==> config.mk <==
export PLATFORM = sky130hd
export DESIGN_NAME = mem_wr_ctrl
export DESIGN_NICKNAME = d
export VERILOG_FILES = /design/src/rtl/mem_wr_ctrl.sv
export SDC_FILE = /design/constraint.sdc
export NUM_CORES = 1
export LEC_CHECK = 0
export ABC_AREA = 1
export CAP_MARGIN = 5
export CELL_PAD_IN_SITES_DETAIL_PLACEMENT = 1
export CELL_PAD_IN_SITES_GLOBAL_PLACEMENT = 1
export CORE_ASPECT_RATIO = 1.4
export CORE_UTILIZATION = 43
export CTS_CLUSTER_DIAMETER = 120
export CTS_CLUSTER_SIZE = 28
export DETAILED_ROUTE_END_ITERATION = 8
export DONT_BUFFER_PORTS = 1
export GPL_ROUTABILITY_DRIVEN = 0
export PLACE_DENSITY = 0.8
export REMOVE_ABC_BUFFERS = 1
export SYNTH_ARGS = -nofsm -noshare
export SYNTH_HDL_FRONTEND = slang
export SYNTH_SLANG_ARGS = --single-unit
export TNS_END_PERCENT = 20
==> constraint.sdc <==
create_clock -name clk -period 1.6 [get_ports clk]
set_clock_uncertainty 0.1 [all_clocks]
set_input_delay 0.32 -clock clk [delete_from_list [all_inputs] [get_ports clk]]
set_output_delay 0.32 -clock clk [all_outputs]
set_load 0.03 [all_outputs]
==> src/rtl/mem_wr_ctrl.sv <==
`default_nettype none
// ============================================================================
//  Module      : mem_wr_ctrl
//  Description : Skewed write controller for the accumulator memory banks.
//                One bank per systolic column; column j runs one cycle behind
//                column j-1, so each column's enable/address is delayed by j
//                cycles and every row lands at the same address in each bank.
//  Ports       : clk, rstn      - clock, synchronous active-low reset
//                wr_start       - start pulse, honoured only while idle
//                num_row        - rows to write (clamped to ACCUM_ROW)
//                base_addr      - first bank address (wraps modulo 2^ADDR_WIDTH)
//                acc_mode       - 1 = accumulate, 0 = overwrite
//                wr_en_out      - per-bank write enable (bit j = column j)
//                wr_addr        - per-bank write address
//                wr_acc         - per-bank accumulate qualifier
//                busy, done     - operation in progress / completion pulse
//  Revision    : 1.0 - initial release
// ============================================================================
module mem_wr_ctrl #(
  parameter  int SYS_ROW     = 16,
  parameter  int SYS_COL     = 16,
  parameter  int DATA_WIDTH  = 16,
  parameter  int ACCUM_SIZE  = 4096,
  parameter  int START_DELAY = 2,
  localparam int ACCUM_ROW   = ACCUM_SIZE / SYS_COL,
  localparam int ADDR_WIDTH  = $clog2(ACCUM_ROW)
) (
  input  logic                  clk,
  input  logic                  rstn,
  input  logic                  wr_start,
  input  logic [DATA_WIDTH-1:0] num_row,
  input  logic [ADDR_WIDTH-1:0] base_addr,
  input  logic                  acc_mode,
  output logic [SYS_COL-1:0]    wr_en_out,
  output logic [ADDR_WIDTH-1:0] wr_addr [0:SYS_COL-1],
  output logic [SYS_COL-1:0]    wr_acc,
  output logic                  busy,
  output logic                  done
);

  // One shared down-counter serves WAIT, ISSUE and DRAIN; size it for the
  // largest of the three phase lengths.
  localparam int CNT_MAX_A = (ACCUM_ROW > START_DELAY) ? ACCUM_ROW : START_DELAY;
  localparam int CNT_MAX   = (CNT_MAX_A > SYS_COL) ? CNT_MAX_A : SYS_COL;
  localparam int CNT_W     = $clog2(CNT_MAX + 1);
  localparam int CMP_W     = ((DATA_WIDTH > CNT_W) ? DATA_WIDTH : CNT_W) + 1;

  localparam logic [CNT_W-1:0] D_M1     = CNT_W'((START_DELAY > 0) ? START_DELAY - 1 : 0);
  localparam logic [CNT_W-1:0] DRAIN_M1 = CNT_W'((SYS_COL > 1) ? SYS_COL - 2 : 0);
  localparam logic [CNT_W-1:0] ROW_MAX  = CNT_W'(ACCUM_ROW);
  localparam logic [CMP_W-1:0] ROW_EXT  = CMP_W'(ACCUM_ROW);

  // Elaboration-time sanity checks on the array geometry.
  generate
    if (SYS_ROW < 1 || SYS_COL < 1) begin : g_bad_geometry
      $error("mem_wr_ctrl: SYS_ROW and SYS_COL must be at least 1");
    end
  endgenerate

  typedef enum logic [2:0] {
    IDLE  = 3'd0,
    WAIT  = 3'd1,
    ISSUE = 3'd2,
    DRAIN = 3'd3,
    DONE  = 3'd4
  } state_t;

  state_t                state;
  logic [CNT_W-1:0]      cnt;
  logic [CNT_W-1:0]      n_lat;
  logic [ADDR_WIDTH-1:0] base_lat;
  logic                  mode_lat;

  // Column-0 write lane, driven straight from the FSM.
  logic                  en0;
  logic                  acc0;
  logic [ADDR_WIDTH-1:0] addr0;

  // N = min(num_row, ACCUM_ROW), compared at a width that holds both.
  logic [CMP_W-1:0] num_ext;
  logic [CNT_W-1:0] n_clamp;

  always_comb begin
    num_ext = CMP_W'(num_row);
    n_clamp = (num_ext > ROW_EXT) ? ROW_MAX : CNT_W'(num_row);
  end

  always_ff @(posedge clk) begin
    if (!rstn) begin
      state    <= IDLE;
      cnt      <= '0;
      n_lat    <= '0;
      base_lat <= '0;
      mode_lat <= 1'b0;
      en0      <= 1'b0;
      acc0     <= 1'b0;
      addr0    <= '0;
      busy     <= 1'b0;
      done     <= 1'b0;
    end else begin
      case (state)
        IDLE: begin
          if (wr_start) begin
            busy     <= 1'b1;
            base_lat <= base_addr;
            n_lat    <= n_clamp;
            mode_lat <= acc_mode;
            if (n_clamp == '0) begin
              state <= DONE;
              done  <= 1'b1;
            end else if (START_DELAY == 0) begin
              // No pipeline latency: the first write goes out immediately.
              state <= ISSUE;
              en0   <= 1'b1;
              acc0  <= acc_mode;
              addr0 <= base_addr;
              cnt   <= n_clamp - CNT_W'(1);
            end else begin
              state <= WAIT;
              cnt   <= D_M1;
            end
          end
        end

        WAIT: begin
          if (cnt == '0) begin
            state <= ISSUE;
            en0   <= 1'b1;
            acc0  <= mode_lat;
            addr0 <= base_lat;
            cnt   <= n_lat - CNT_W'(1);
          end else begin
            cnt <= cnt - CNT_W'(1);
          end
        end

        // cnt holds the number of writes still to issue after the current one.
        ISSUE: begin
          if (cnt == '0) begin
            en0  <= 1'b0;
            acc0 <= 1'b0;
            if (SYS_COL == 1) begin
              state <= DONE;
              done  <= 1'b1;
            end else begin
              state <= DRAIN;
              cnt   <= DRAIN_M1;
            end
          end else begin
            cnt   <= cnt - CNT_W'(1);
            addr0 <= addr0 + ADDR_WIDTH'(1);
          end
        end

        // Wait for the skew to carry the last write out to the final column.
        DRAIN: begin
          if (cnt == '0) begin
            state <= DONE;
            done  <= 1'b1;
          end else begin
            cnt <= cnt - CNT_W'(1);
          end
        end

        DONE: begin
          state <= IDLE;
          done  <= 1'b0;
          busy  <= 1'b0;
        end

        default: begin
          state <= IDLE;
        end
      endcase
    end
  end

  // Skew chain: column j copies column j-1 one cycle later. The address of a
  // column only advances when the upstream column writes, so it holds its
  // last written value while idle.
  generate
    if (SYS_COL > 1) begin : g_skew
      logic [SYS_COL-1:1]    en_sk;
      logic [SYS_COL-1:1]    acc_sk;
      logic [ADDR_WIDTH-1:0] addr_sk [1:SYS_COL-1];

      always_ff @(posedge clk) begin
        if (!rstn) begin
          en_sk  <= '0;
          acc_sk <= '0;
          for (int j = 1; j < SYS_COL; j++) begin
            addr_sk[j] <= '0;
          end
        end else begin
          for (int j = 1; j < SYS_COL; j++) begin
            en_sk[j]  <= wr_en_out[j-1];
            acc_sk[j] <= wr_acc[j-1];
            if (wr_en_out[j-1]) begin
              addr_sk[j] <= wr_addr[j-1];
            end
          end
        end
      end

      assign wr_en_out  = {en_sk, en0};
      assign wr_acc     = {acc_sk, acc0};
      assign wr_addr[0] = addr0;

      for (genvar j = 1; j < SYS_COL; j++) begin : g_addr
        assign wr_addr[j] = addr_sk[j];
      end
    end else begin : g_single
      assign wr_en_out  = en0;
      assign wr_acc     = acc0;
      assign wr_addr[0] = addr0;
    end
  endgenerate

endmodule
`default_nettype wire

---- Word level (Yosys, flattened, before mapping) ----
Memories as Yosys holds them, arrays and structs flattened.
Cells that the tools add are included.
word-level totals
  bits in registers ....................... 72
  RAM bits ................................ 120
  output and inout port bits .............. 162
  logic and storage cells ................. 145
  memories kept ........................... 1
memory list
  memory          depth  width  rd ports  clocked after memory_dff  wr ports  RTL line  text
  g_skew.addr_sk  15     8      15        0                         15        185       logic [ADDR_WIDTH-1:0] addr_sk [1:SYS_COL-1];
operators by class
  add/subtract/negate cells ............... 3
  magnitude comparators ................... 1
  equality and inequality tests ........... 12
  mux-type cells .......................... 87
  bitwise operators ....................... 15
  reduce and logical (&&, ||, !) cells .... 14
operators with widths
  kind                 count
  $mux 8               17
  $mux 9               6
  $mux 1               52
  $pmux 9 s4           1
  $logic_not 9->1      2
  $sub 9x1->9 const B  2
  $gt 16x9->1 const B  1
  $ne 2x2->1 const B   8
  $pmux 8 s2           1
  $mux 3               5
  $or 1x1->1           15
  $pmux 3 s4           1
  $reduce_and 4->1     3
  $add 8x1->8 const B  1
  $eq 3x2->1 const B   2
  $pmux 1 s2           3
  $reduce_and 3->1     2
  $reduce_and 2->1     2
  $reduce_bool 2->1    2
  $reduce_bool 4->1    1
  $eq 3x1->1 const B   1
  $eq 3x3->1 const B   1
  $logic_not 3->1      1
  $pmux 1 s3           1
  $reduce_bool 3->1    1

---- Depth between registers and ports, before layout ----
Gate-level depths: netlist of run 1.
  depth after elaboration ................. 6
  mapped depth ............................ 11
  gate-level depth less buffers ........... 11

---- Least setup slack after synthesis of run 1 ----
No wires, ideal clock.
  path kind ............................... reg2reg
  start ................................... reg cnt[0]
  end ..................................... reg cnt[0]
  setup time .............................. 0.113 ns
  data arrival time ....................... 1.410 ns
  required time ........................... 1.387 ns
  setup slack ............................. -0.023 ns
  stages on the path, launching flop included .. 12
  buffers on the path ..................... 0
  period minus slack after synthesis ...... 1.623 ns
  cell sequence ........................... dfxtp_1 -> inv_1 -> ha_1 -> nand2_2 -> nor2_8 -> nand2_4 -> inv_2 -> nand2_2 -> nand3_4 -> inv_4 -> o21ai_1 -> nor2_1
on the way
  longest elaborated chain between the ends .. 3
RTL lines
  element                                         RTL line  text
  start: declaration                              69        logic [CNT_W-1:0] cnt;
  start signal: assignment                        117       cnt <= n_clamp - CNT_W'(1);
  start signal: assignment                        131       cnt <= n_lat - CNT_W'(1);
  start signal: assignment                        133       cnt <= cnt - CNT_W'(1);
  $sub 9x1->9 or $logic_not 9->1 (tied branches)  -
  $mux 9, or another cell as far along            157       if (cnt == '0) begin
  $pmux 9 s4 or $reduce_and 4->1 (tied branches)  -
Several ways; a longest one is shown, not always the timed one. The select of a mux whose other input is x is not followed.
A chain may end at the register's enable or synchronous reset.

---- Final worst setup path of run 1 ----
  start ................................... reg cnt[1]
  end ..................................... reg cnt[1]
Same word-level chain as after synthesis.

==> run_summary.xml, run 1 <==
<?xml version="1.0" encoding="UTF-8"?>
<metrics>
  <group name="timing">
    <metric name="final_period_minus_worst_setup_slack" unit="ps">1699</metric>
    <metric name="timing_max_transition_violations_final" unit="">0</metric>
    <metric name="finalHoldViolCount" unit="">0</metric>
    <metric name="timing.fmax" unit="MHz">588.7</metric>
    <metric name="postLayoutSetupSlackWorst" unit="ps">-98.59</metric>
    <metric name="max_slew_margin" unit="">0.7246</metric>
    <metric name="worst_slew_pin_slew" unit="ps">408.7</metric>
    <metric name="setup-violations-final" unit="">9</metric>
    <metric name="timing.final.crit_share" unit="">1.062</metric>
    <metric name="rsz0062_at_grt" unit="">true</metric>
    <metric name="setup_tns" unit="ps">-189.1</metric>
  </group>
  <group name="cts">
    <metric name="cts_tree" unit="">yes</metric>
    <metric name="clockRootBuffer" unit="">sky130_fd_sc_hd__clkbuf_16</metric>
    <metric name="cts-root-to-sink-buffers" unit="">2</metric>
    <metric name="cts_made_buffers" unit="">17</metric>
    <metric name="insertion_delay" unit="ps">440</metric>
    <metric name="tritoncts_num_sinks" unit="">192</metric>
    <metric name="htree_num_levels" unit="">4</metric>
    <metric name="cts.reportedPaths.clkPinSlew" unit="ps">70</metric>
  </group>
  <group name="grt">
    <metric name="met1_layer_usage_reported_by_global_route" unit="">0.2075</metric>
    <metric name="grt_antenna_before_repair" unit="">0</metric>
    <metric name="global_route.usage.met3" unit="">0.06792</metric>
    <metric name="grt_start_max_net_pins" unit="">33</metric>
    <metric name="grt_pass1_vias" unit="">6078</metric>
    <metric name="global_route.peak_usage_layer" unit="">met2</metric>
    <metric name="met2_usage" unit="">0.4275</metric>
    <metric name="grt_first_pass_wirelength" unit="um">31350</metric>
    <metric name="grt.overflow.total" unit="">0</metric>
    <metric name="gr-usage-all-layers" unit="">0.2240</metric>
  </group>
  <group name="yosys">
    <metric name="synth_top_cells_by_count" unit="">177 x sky130_fd_sc_hd__inv_1, 167 x sky130_fd_sc_hd__nor2_1, 130 x sky130_fd_sc_hd__nand2_1, 120 x sky130_fd_sc_hd__edfxtp_1, 72 x sky130_fd_sc_hd__dfxtp_1</metric>
    <metric name="yosys_warnings" unit="">0</metric>
    <metric name="netlist_area" unit="um2">7820</metric>
    <metric name="synth_compound_area_frac" unit="">0.05296</metric>
    <metric name="asr_flop_ratio_synth" unit="">0</metric>
    <metric name="synth_seq_area_share" unit="">0.6451</metric>
    <metric name="synthCells" unit="">832</metric>
    <metric name="syn_avg_cell_area" unit="um2">9.399</metric>
    <metric name="postSynth.topFlopCell" unit="">sky130_fd_sc_hd__edfxtp_1</metric>
    <metric name="post_synth_and_or_nand_nor_area_fraction" unit="">0.1867</metric>
    <metric name="post-synth-top-area-fraction" unit="">0.4608</metric>
    <metric name="synth-adder-area-share" unit="">0.004800</metric>
    <metric name="synth.mux.area_fraction" unit="">0</metric>
    <metric name="main_combinational_cell_family_by_area_after_synthesis" unit="">simple AND/OR/NAND/NOR gates</metric>
    <metric name="synth.distinct_cells" unit="">34</metric>
    <metric name="synthDominantAreaCellType" unit="">sky130_fd_sc_hd__edfxtp_1</metric>
    <metric name="xor_xnor_fraction_of_synth_area" unit="">0.01120</metric>
    <metric name="synth_seq_cells" unit="">192</metric>
    <metric name="number_of_synthesized_flops_with_an_enable_pin" unit="">120</metric>
    <metric name="synthTopCellsByArea" unit="">sky130_fd_sc_hd__edfxtp_1 46%, sky130_fd_sc_hd__dfxtp_1 18%, sky130_fd_sc_hd__inv_1 8.5%, sky130_fd_sc_hd__nor2_1 8.0%, sky130_fd_sc_hd__nand2_1 6.2%</metric>
    <metric name="synthMostInstantiatedCell" unit="">sky130_fd_sc_hd__inv_1</metric>
  </group>
  <group name="pwr">
    <metric name="clock_power_share" unit="">0.281</metric>
    <metric name="pwr-share-comb" unit="">0.301</metric>
    <metric name="vdd_ir_drop_max" unit="V">0.0008076</metric>
    <metric name="power.net_switching" unit="mW">5.675</metric>
    <metric name="power.share.sequential" unit="">0.418</metric>
    <metric name="internal_power" unit="mW">9.654</metric>
    <metric name="power_switching_share" unit="">0.3702</metric>
    <metric name="power_leakage" unit="nW">4.181</metric>
    <metric name="power_density" unit="nW/um2">1619</metric>
  </group>
  <group name="drt">
    <metric name="detail_route.vias_per_cell" unit="">4.949</metric>
    <metric name="totalWireLength" unit="um">20610</metric>
    <metric name="wire_per_inst" unit="um">17.68</metric>
    <metric name="dr.first_iter.drc_count" unit="">224</metric>
    <metric name="via_count" unit="">5770</metric>
    <metric name="drtAntennaViolNets" unit="">0</metric>
    <metric name="route.detailed.drc" unit="">0</metric>
    <metric name="drtPass1Iterations" unit="">4</metric>
  </group>
  <group name="critical_path">
    <metric name="critPathKind" unit="">register to register</metric>
    <metric name="endpoint_kind" unit="">register</metric>
    <metric name="cp_data_arrival_time" unit="ps">1950</metric>
    <metric name="timing.critical_path.cells" unit="">inv_2, ha_4, nand2_4, nor2_8, nand2_8, buf_6, nand2_2, nand3_2, nand2_1, nand2_1, a21oi_1</metric>
    <metric name="crit_fanout" unit="">5</metric>
    <metric name="timing.critical_path.required" unit="ps">1850</metric>
    <metric name="crit_path_max_incr_delay" unit="ps">330</metric>
    <metric name="start_kind" unit="">register</metric>
    <metric name="crit_slowest_cell" unit="">sky130_fd_sc_hd__dfxtp_1</metric>
    <metric name="path_common_cell" unit="">sky130_fd_sc_hd__nand2_1</metric>
  </group>
  <group name="floorplan">
    <metric name="die_x" unit="um">116.0</metric>
    <metric name="initial_standard_cell_utilization_of_the_core" unit="">0.4380</metric>
    <metric name="ios" unit="">190</metric>
    <metric name="placementRows" unit="">58</metric>
    <metric name="floorplan.core_area" unit="um2">17850</metric>
    <metric name="fp.dieH" unit="um">161.6</metric>
    <metric name="die_area" unit="um2">18740</metric>
  </group>
  <group name="cells_and_area">
    <metric name="layout.area.seq" unit="um2">5049</metric>
    <metric name="syn2layout_area_growth" unit="%">21.09</metric>
    <metric name="final_cell_count_no_fill" unit="">1166</metric>
    <metric name="diode_count" unit="">0</metric>
    <metric name="num-fill-cells" unit="">2028</metric>
    <metric name="final_area" unit="um2">9469</metric>
    <metric name="finish.net_count" unit="">944</metric>
    <metric name="area_occupied_by_multi_input_gates" unit="um2">2146</metric>
    <metric name="utilization_after_layout" unit="">0.5304</metric>
    <metric name="post_route_cells_drive_above_1_share" unit="">0.1782</metric>
  </group>
  <group name="placed_design">
    <metric name="dp_cells" unit="">1111</metric>
    <metric name="place.port_buffers" unit="">0</metric>
    <metric name="half_perimeter_wire_length_after_detailed_placement" unit="um">14610</metric>
    <metric name="postPlaceCellArea" unit="um2">8474</metric>
  </group>
  <group name="run_status">
    <metric name="failed_checks" unit="">negative setup slack</metric>
    <metric name="run_status" unit="">finished with violations</metric>
  </group>
  <group name="min_path">
    <metric name="hold_removal_path_class" unit="">input port to register</metric>
  </group>
  <group name="job">
    <metric name="max_cap_violations" unit="">0</metric>
  </group>
</metrics>
==> cells by family (layout without fill, tap and decap cells) <==
logic type	after synthesis	after routing
AND/OR/NAND/NOR	349	350
buffers and inverters	202	295
flip-flops	192	192
AO/OA/AOI/OAI	76	76
XOR/XNOR	10	10
adder cells (fa/ha/maj)	3	3
==> layer usage <==
layer  up-vias  routed length, um
met5         -                  0
met4         0                683
met3        51               1448
met2       202              11600
met1      2783               6881
li1       2734                  -
==> final timing paths <==
check / start / end / slack, ps / cells past startpoint
max: cnt[1] / cnt[1] / -100 / 11
min: wr_start / base_lat[1] / 40 / 3
min reg2reg: base_lat[3] / base_lat[3] / 360 / 2
max reg2reg: cnt[1] / cnt[1] / -100 / 11
==> flip-flops by register name, summed over array words and instances (netlist names), 3 cells and up <==
register,cells
g_skew.addr_sk,120
g_skew.acc_sk,15
g_skew.en_sk,15
cnt,9
n_lat,9
addr0,8
base_lat,8
state,3
==> per-stage QoR <==
stage               hold WS (ps)  power [mW]  setup WS [ps]
floorplan                  313.5       8.819         -23.50
CTS                        9.830       15.02          3.901
detailed placement         323.7       10.24         -124.8
global placement           319.9       10.11         -63.49
finish                     36.19       15.33         -98.59
global route               38.43       16.02         -184.1
==> cell usage in the layout (no fill, tap or decap), types with 6 or more instances in the layout <==
| cell type | n |
|---|---|
| sky130_fd_sc_hd__clkbuf_16 | 17 |
| sky130_fd_sc_hd__edfxtp_1 | 120 |
| sky130_fd_sc_hd__nand2_1 | 122 |
| sky130_fd_sc_hd__o21ai_0 | 17 |
| sky130_fd_sc_hd__buf_4 | 59 |
| sky130_fd_sc_hd__inv_1 | 175 |
| sky130_fd_sc_hd__o21ai_1 | 8 |
| sky130_fd_sc_hd__dfxtp_1 | 69 |
| sky130_fd_sc_hd__inv_6 | 6 |
| sky130_fd_sc_hd__nor2_1 | 160 |
| sky130_fd_sc_hd__xor2_1 | 9 |
| sky130_fd_sc_hd__a21oi_1 | 34 |
| sky130_fd_sc_hd__dlygate4sd3_1 | 15 |
| sky130_fd_sc_hd__nand2_2 | 6 |
| sky130_fd_sc_hd__inv_2 | 7 |
| sky130_fd_sc_hd__or2_2 | 16 |
| sky130_fd_sc_hd__nor2_2 | 9 |
| sky130_fd_sc_hd__nand3_1 | 19 |
==> critical path, delay by kind of cell, from the launching register on <==
| family | cells | cell delay, ps |
|---|---|---|
| AO/OA/AOI/OAI | 1 | 180 |
| adder cells (fa/ha/maj) | 1 | 150 |
| buffers and inverters | 2 | 220 |
| flip-flops | 1 | 330 |
| AND/OR/NAND/NOR | 7 | 630 |
==> power by group through the flow <==
| stage | Sequential, mW | Clock, mW | Combinational (mW) |
|---|---|---|---|
| floorplan | 6.60 | 0 | 2.22 |
| global placement | 6.47 | 0 | 3.64 |
| detailed placement | 6.49 | 0 | 3.75 |
| CTS | 6.40 | 4.38 | 4.25 |
| global route | 6.46 | 4.54 | 5.02 |
| finish | 6.41 | 4.30 | 4.62 |
==> cell type report <==
type                    instances  share of cell area
clock buffers                  17             0.04493
clock inverters                15             0.01903
inverters                     185             0.07439
multi-input cells             439              0.2266
flip-flops and latches        192              0.5332
well taps                     240             0.03171
repair buffers                 78             0.07016
==> what timing repair did <==
| action | CTS | global route |
|---|---|---|
| buffers inserted | 3 | 3 |
| cloned | 1 | 0 |
| pin swaps | 6 | 6 |
| gates resized for setup | 18 | 28 |
| hold endpoints to repair | 41 | 0 |
| hold buffers | 16 | 0 |
| endpoints found under the setup margin | 18 | 29 |
Note: power is estimated with default switching activity, not from simulation.
==> run 2: changes to the inputs <==
--- a/config.mk
+++ b/config.mk
@@ -16,7 +16,7 @@
 export DETAILED_ROUTE_END_ITERATION = 8
 export DONT_BUFFER_PORTS = 1
 export GPL_ROUTABILITY_DRIVEN = 0
-export PLACE_DENSITY = 0.8
+export PLACE_DENSITY = 0.71
 export REMOVE_ABC_BUFFERS = 1
 export SYNTH_ARGS = -nofsm -noshare
 export SYNTH_HDL_FRONTEND = slang
==> run_summary.xml, run 2 (same netlist as run 1, synthesis figures left out) <==
<?xml version="1.0" encoding="UTF-8"?>
<metrics>
  <group name="cells_and_area">
    <metric name="final_cell_count_no_fill" unit="">1166</metric>
    <metric name="post_route_cells_drive_above_1_share" unit="">0.1728</metric>
    <metric name="diode_count" unit="">0</metric>
    <metric name="final_area" unit="um2">9425</metric>
    <metric name="most-common-layout-cells" unit="">174 x sky130_fd_sc_hd__inv_1, 163 x sky130_fd_sc_hd__nor2_1, 125 x sky130_fd_sc_hd__nand2_1</metric>
    <metric name="utilization_after_layout" unit="">0.5280</metric>
    <metric name="num-fill-cells" unit="">2044</metric>
    <metric name="largest_register_ffs" unit="">120</metric>
    <metric name="syn2layout_area_growth" unit="%">20.53</metric>
    <metric name="regMostFlops" unit="">g_skew.addr_sk</metric>
    <metric name="finish.net_count" unit="">944</metric>
    <metric name="reg_top3" unit="">g_skew.addr_sk x120, g_skew.acc_sk x15, g_skew.en_sk x15</metric>
    <metric name="mostFrequentLayoutCell" unit="">sky130_fd_sc_hd__inv_1</metric>
  </group>
  <group name="pwr">
    <metric name="power_density" unit="nW/um2">1621</metric>
    <metric name="vdd_ir_drop_max" unit="V">0.0008073</metric>
    <metric name="power_leakage" unit="nW">4.154</metric>
  </group>
  <group name="cts">
    <metric name="cts-root-to-sink-buffers" unit="">2</metric>
    <metric name="tritoncts_num_sinks" unit="">192</metric>
    <metric name="insertion_delay" unit="ps">430</metric>
    <metric name="cts_made_buffers" unit="">17</metric>
    <metric name="clockRootBuffer" unit="">sky130_fd_sc_hd__clkbuf_16</metric>
    <metric name="cts.reportedPaths.clkPinSlew" unit="ps">70</metric>
    <metric name="htree_num_levels" unit="">4</metric>
    <metric name="cts_tree" unit="">yes</metric>
  </group>
  <group name="timing">
    <metric name="max_slew_margin" unit="">0.7354</metric>
    <metric name="timing.final.crit_share" unit="">1.041</metric>
    <metric name="final_period_minus_worst_setup_slack" unit="ps">1665</metric>
    <metric name="timing_max_transition_violations_final" unit="">0</metric>
    <metric name="rsz0062_at_grt" unit="">true</metric>
    <metric name="hold_ws" unit="ps">17.74</metric>
    <metric name="setup-violations-final" unit="">13</metric>
    <metric name="finalHoldViolCount" unit="">0</metric>
    <metric name="postLayoutSetupSlackWorst" unit="ps">-65.12</metric>
    <metric name="timing.fmax" unit="MHz">600.6</metric>
    <metric name="worst_slew_pin_slew" unit="ps">396.9</metric>
  </group>
  <group name="floorplan">
    <metric name="floorplan.core_area" unit="um2">17850</metric>
    <metric name="die_x" unit="um">116.0</metric>
    <metric name="die_area" unit="um2">18740</metric>
    <metric name="ios" unit="">190</metric>
    <metric name="placementRows" unit="">58</metric>
    <metric name="fp.dieH" unit="um">161.6</metric>
    <metric name="initial_standard_cell_utilization_of_the_core" unit="">0.4380</metric>
  </group>
  <group name="drt">
    <metric name="route.detailed.drc" unit="">0</metric>
    <metric name="totalWireLength" unit="um">20340</metric>
    <metric name="drtAntennaViolNets" unit="">0</metric>
    <metric name="detail_route.vias_per_cell" unit="">4.906</metric>
    <metric name="dr.first_iter.drc_count" unit="">270</metric>
    <metric name="drtPass1Iterations" unit="">4</metric>
    <metric name="wire_per_inst" unit="um">17.44</metric>
    <metric name="via_count" unit="">5720</metric>
  </group>
  <group name="critical_path">
    <metric name="timing.critical_path.required" unit="ps">1850</metric>
    <metric name="crit_fanout" unit="">7</metric>
    <metric name="cp_data_arrival_time" unit="ps">1910</metric>
    <metric name="critPathKind" unit="">register to register</metric>
    <metric name="endpoint_kind" unit="">register</metric>
    <metric name="start_kind" unit="">register</metric>
    <metric name="reg2reg_slack" unit="ps">-70</metric>
  </group>
  <group name="grt">
    <metric name="grt_start_max_net_pins" unit="">33</metric>
    <metric name="grt_antenna_before_repair" unit="">0</metric>
    <metric name="grt_first_pass_wirelength" unit="um">31660</metric>
    <metric name="grt_pass1_vias" unit="">6203</metric>
    <metric name="grt.overflow.total" unit="">0</metric>
    <metric name="gr-usage-all-layers" unit="">0.2245</metric>
  </group>
  <group name="run_status">
    <metric name="run_status" unit="">finished with violations</metric>
    <metric name="failed_checks" unit="">negative setup slack</metric>
  </group>
  <group name="min_path">
    <metric name="hold_removal_path_class" unit="">input port to register</metric>
  </group>
  <group name="placed_design">
    <metric name="dp_cells" unit="">1105</metric>
    <metric name="postPlaceCellArea" unit="um2">8429</metric>
    <metric name="half_perimeter_wire_length_after_detailed_placement" unit="um">14740</metric>
    <metric name="place.port_buffers" unit="">0</metric>
  </group>
  <group name="job">
    <metric name="max_cap_violations" unit="">0</metric>
  </group>
</metrics>
## run 2: cell types whose count changed in the layout (fill, tap and decap cells not counted), moves of 3 or more
cell,delta
sky130_fd_sc_hd__buf_4,+3
sky130_fd_sc_hd__clkinv_8,-3
sky130_fd_sc_hd__dfxtp_1,-3
sky130_fd_sc_hd__dfxtp_2,+3
sky130_fd_sc_hd__nand2_1,+3
sky130_fd_sc_hd__nor2_1,+3
sky130_fd_sc_hd__nor2_2,-5
sky130_fd_sc_hd__o21ai_1,+3
sky130_fd_sc_hd__o21ai_2,-3
## run 2: per-stage QoR
step	TNS (ps)	setup WS, ps	total power, mW
4_1_cts	-35.98	-33.64	15.03
2_1_floorplan	-175.6	-23.50	8.819
5_1_grt	-1986	-146.6	16.04
3_3_place_gp	-387.2	-73.24	9.995
6_report	-409.8	-65.12	15.28
3_5_place_dp	-2021	-223.1	10.19
## run 2: power breakdown
part	leakage, nW	total [mW]	switching (mW)	internal, mW
clock network	0.295	4.33	1.96	2.37
logic	2.03	4.50	2.75	1.76
registers	1.83	6.44	0.726	5.72
total	4.15	15.3	5.44	9.84
## run 2: worst max-delay path: stages (launching register included)
cell and delay, ps:
sky130_fd_sc_hd__dfxtp_2 330, sky130_fd_sc_hd__inv_2 70, sky130_fd_sc_hd__ha_4 150, sky130_fd_sc_hd__nand2_4 60
sky130_fd_sc_hd__nor2_8 160, sky130_fd_sc_hd__nand2_8 90, sky130_fd_sc_hd__buf_4 160, sky130_fd_sc_hd__o21ai_4 220
sky130_fd_sc_hd__nand2_1 90, sky130_fd_sc_hd__a21oi_1 150
## run 2: final cells by class
cell class	count	area, um2	area share
inverters	185	701.9	0.07447
well taps	240	300.3	0.03186
repair buffers	77	635.6	0.06744
clock buffers	18	429.2	0.04553
clock inverters	14	176.4	0.01872
repair inverters	1	7.507	0.0007965
multi-input cells	439	2122	0.2251
flip-flops and latches	192	5052	0.5360
## run 2: layer usage
layer	part of all wire	GRT usage	wire [um]	up-vias
li1	-	-	-	2729
met1	0.34	0.2176	6894	2741
met2	0.56	0.4283	11310	204
met3	0.074	0.06717	1504	46
met4	0.031	0.09324	625	0
met5	0	0	0	-
## run 2: repair_timing
item | CTS | global route
endpoints found under the setup margin | 20 | 20
hold buffers | 14 | 0
resized for setup | 22 | 17
endpoints found under the hold margin | 41 | 0
buffers inserted | 10 | 3
gates cloned | 1 | 1
pin swaps | 8 | 7
## run 2: worst paths after layout
check / from / to / cells after the start
max reg2reg: cnt[0] / addr0[5] / 9
min: base_addr[4] / base_lat[4] / 2
max: cnt[0] / addr0[5] / 9
min reg2reg: base_lat[3] / base_lat[3] / 2
==> run 3: changes to the inputs <==
--- a/config.mk
+++ b/config.mk
@@ -6,15 +6,15 @@
 export NUM_CORES = 1
 export LEC_CHECK = 0
 export ABC_AREA = 1
+export BUFFER_PORTS_ARGS = -buffer_cell sky130_fd_sc_hd__buf_2
 export CAP_MARGIN = 5
 export CELL_PAD_IN_SITES_DETAIL_PLACEMENT = 1
 export CELL_PAD_IN_SITES_GLOBAL_PLACEMENT = 1
 export CORE_ASPECT_RATIO = 1.4
-export CORE_UTILIZATION = 43
+export CORE_UTILIZATION = 36
 export CTS_CLUSTER_DIAMETER = 120
 export CTS_CLUSTER_SIZE = 28
 export DETAILED_ROUTE_END_ITERATION = 8
-export DONT_BUFFER_PORTS = 1
 export GPL_ROUTABILITY_DRIVEN = 0
 export PLACE_DENSITY = 0.71
 export REMOVE_ABC_BUFFERS = 1
==> run_summary.xml, run 3 (same netlist as run 1, synthesis figures left out) <==
<?xml version="1.0" encoding="UTF-8"?>
<metrics>
  <group name="run_status">
    <metric name="run_status" unit="">finished with violations</metric>
    <metric name="failed_checks" unit="">negative setup slack</metric>
  </group>
  <group name="pwr">
    <metric name="total_power" unit="mW">15.35</metric>
    <metric name="vdd_ir_drop_max" unit="V">0.0008513</metric>
    <metric name="power_density" unit="nW/um2">1497</metric>
    <metric name="power_leakage" unit="nW">4.952</metric>
  </group>
  <group name="critical_path">
    <metric name="timing.critical_path.max_delay_family" unit="">simple AND/OR/NAND/NOR gates</metric>
    <metric name="endpoint_kind" unit="">register</metric>
    <metric name="regToRegStartpoint" unit="">cnt[0]</metric>
    <metric name="rr_worst_depth" unit="">10</metric>
    <metric name="crit_slowest_cell" unit="">sky130_fd_sc_hd__dfxtp_2</metric>
    <metric name="r2r-end" unit="">addr0[1]</metric>
    <metric name="crit_fanout" unit="">10</metric>
    <metric name="start_kind" unit="">register</metric>
    <metric name="worstSetupStartpoint" unit="">cnt[0]</metric>
    <metric name="timing.critical_path.cells" unit="">inv_2, ha_4, nand2_4, nor2_8, nand3_4, nand2_4, o21ai_4, buf_12, o21ai_4, a21oi_1</metric>
    <metric name="cp_data_arrival_time" unit="ps">1860</metric>
    <metric name="crit_buf_inv" unit="">2</metric>
    <metric name="timing.critical_path.required" unit="ps">1830</metric>
    <metric name="crit_path_max_incr_delay" unit="ps">330</metric>
    <metric name="critPathKind" unit="">register to register</metric>
    <metric name="reg2reg_slack" unit="ps">-40</metric>
  </group>
  <group name="timing">
    <metric name="setup-violations-final" unit="">8</metric>
    <metric name="postLayoutSetupSlackWorst" unit="ps">-38.90</metric>
    <metric name="timing.fmax" unit="MHz">610.2</metric>
    <metric name="finalHoldViolCount" unit="">0</metric>
    <metric name="timing_max_transition_violations_final" unit="">0</metric>
    <metric name="max_slew_margin" unit="">0.7640</metric>
    <metric name="worst_slew_pin_slew" unit="ps">353.2</metric>
    <metric name="timing.final.crit_share" unit="">1.024</metric>
    <metric name="final_period_minus_worst_setup_slack" unit="ps">1639</metric>
    <metric name="setup_tns" unit="ps">-125.0</metric>
    <metric name="rsz0062_at_grt" unit="">true</metric>
  </group>
  <group name="cts">
    <metric name="insertion_delay" unit="ps">440</metric>
    <metric name="clockRootBuffer" unit="">sky130_fd_sc_hd__clkbuf_16</metric>
    <metric name="tritoncts_num_sinks" unit="">192</metric>
    <metric name="cts-root-to-sink-buffers" unit="">2</metric>
    <metric name="cts_tree" unit="">yes</metric>
    <metric name="cts.reportedPaths.clkPinSlew" unit="ps">80</metric>
    <metric name="htree_num_levels" unit="">4</metric>
    <metric name="cts_made_buffers" unit="">17</metric>
  </group>
  <group name="drt">
    <metric name="route.detailed.drc" unit="">0</metric>
    <metric name="wire_per_inst" unit="um">15.47</metric>
    <metric name="drtPass1Iterations" unit="">4</metric>
    <metric name="drtAntennaViolNets" unit="">0</metric>
    <metric name="via_count" unit="">6178</metric>
    <metric name="totalWireLength" unit="um">20960</metric>
    <metric name="detail_route.vias_per_cell" unit="">4.559</metric>
    <metric name="dr.first_iter.drc_count" unit="">290</metric>
  </group>
  <group name="grt">
    <metric name="grt_first_pass_wirelength" unit="um">32460</metric>
    <metric name="grt.overflow.total" unit="">0</metric>
    <metric name="global_route.peak_usage_layer" unit="">met2</metric>
    <metric name="grt_pass1_vias" unit="">6251</metric>
    <metric name="gr-usage-all-layers" unit="">0.1925</metric>
    <metric name="met1_layer_usage_reported_by_global_route" unit="">0.2006</metric>
    <metric name="global_route.usage.met3" unit="">0.05303</metric>
    <metric name="met2_usage" unit="">0.3711</metric>
    <metric name="grt_antenna_before_repair" unit="">1</metric>
    <metric name="grt_start_max_net_pins" unit="">34</metric>
  </group>
  <group name="floorplan">
    <metric name="floorplan.core_area" unit="um2">21200</metric>
    <metric name="placementRows" unit="">63</metric>
    <metric name="die_x" unit="um">126.6</metric>
    <metric name="ios" unit="">190</metric>
    <metric name="initial_standard_cell_utilization_of_the_core" unit="">0.3688</metric>
    <metric name="fp.dieH" unit="um">176.4</metric>
    <metric name="die_area" unit="um2">22320</metric>
  </group>
  <group name="cells_and_area">
    <metric name="final_area" unit="um2">10250</metric>
    <metric name="utilization_after_layout" unit="">0.4834</metric>
    <metric name="num-fill-cells" unit="">2503</metric>
    <metric name="post_route_cells_drive_above_1_share" unit="">0.3114</metric>
    <metric name="syn2layout_area_growth" unit="%">31.09</metric>
    <metric name="regMostFlops" unit="">g_skew.addr_sk</metric>
    <metric name="diode_count" unit="">0</metric>
    <metric name="most-common-layout-cells" unit="">187 x sky130_fd_sc_hd__buf_2, 174 x sky130_fd_sc_hd__inv_1, 162 x sky130_fd_sc_hd__nor2_1</metric>
    <metric name="finish.net_count" unit="">1113</metric>
    <metric name="mostFrequentLayoutCell" unit="">sky130_fd_sc_hd__buf_2</metric>
    <metric name="reg_top3" unit="">g_skew.addr_sk x120, g_skew.acc_sk x15, g_skew.en_sk x15</metric>
    <metric name="largest_register_ffs" unit="">120</metric>
  </group>
  <group name="min_path">
    <metric name="timing.hold.worst.start" unit="">base_addr[1]</metric>
    <metric name="hold_removal_path_class" unit="">input port to register</metric>
    <metric name="holdPathStages" unit="">3</metric>
    <metric name="worst_hold_path.endpoint" unit="">base_lat[1]</metric>
  </group>
  <group name="placed_design">
    <metric name="place_worst_setup_slack" unit="ps">-130.1</metric>
    <metric name="place.port_buffers" unit="">189</metric>
    <metric name="postPlaceCellArea" unit="um2">9433</metric>
    <metric name="half_perimeter_wire_length_after_detailed_placement" unit="um">15980</metric>
  </group>
  <group name="job">
    <metric name="max_cap_violations" unit="">0</metric>
  </group>
</metrics>
## run 3: area by class of cell
class / count / area [um2] / area share
clock buffers: 17 / 425.4 / 0.04150
clock inverters: 15 / 212.7 / 0.02075
repair buffers: 246 / 1420 / 0.1385
inverters: 185 / 701.9 / 0.06847
flip-flops and latches: 192 / 5052 / 0.4929
repair inverters: 1 / 3.754 / 0.0003662
multi-input cells: 439 / 2110 / 0.2058
well taps: 260 / 325.3 / 0.03173
## run 3: repair_timing
item | in CTS | in global routing
endpoints found under the setup margin | 20 | 23
cloned | 2 | 0
buffers inserted | 4 | 3
gates resized for setup | 25 | 14
hold buffers | 0 | 0
pin swaps | 9 | 6
## run 3: routing by layer
| layer | vias up | share of wire |
|---|---|---|
| met2 | 164 | 0.55 |
| met4 | 2 | 0.010 |
| met3 | 16 | 0.059 |
| met1 | 2920 | 0.38 |
| li1 | 3076 | - |
| met5 | - | 0.00062 |
## run 3: worst min-delay path, cell delays in order
cell and delay [ps]:
sky130_fd_sc_hd__buf_2 90, sky130_fd_sc_hd__nand2_1 50, sky130_fd_sc_hd__a21oi_1 50
## run 3: where the power goes
group | internal [mW] | switching [mW]
combinational | 1.75 | 3.03
clock | 2.20 | 2.33
sequential | 5.71 | 0.330
## run 3: metrics by stage
step,hold slack (ps),cells
2_1_floorplan,313.5,815
5_1_grt,23.04,1355
6_report,21.53,1355
4_1_cts,1.058,1353
3_3_place_gp,314.2,1315
3_5_place_dp,325.2,1315
## run 3: worst max-delay path by stage
stage | end | slack, ps | depth (start not counted)
after floorplan | cnt[0] | -20 | 11
after global placement | cnt[0] | -90 | 11
after detailed placement | cnt[6] | -130 | 11
after CTS | addr0[1] | -2 | 10
after global routing | cnt[0] | -110 | 11
final | addr0[1] | -40 | 10
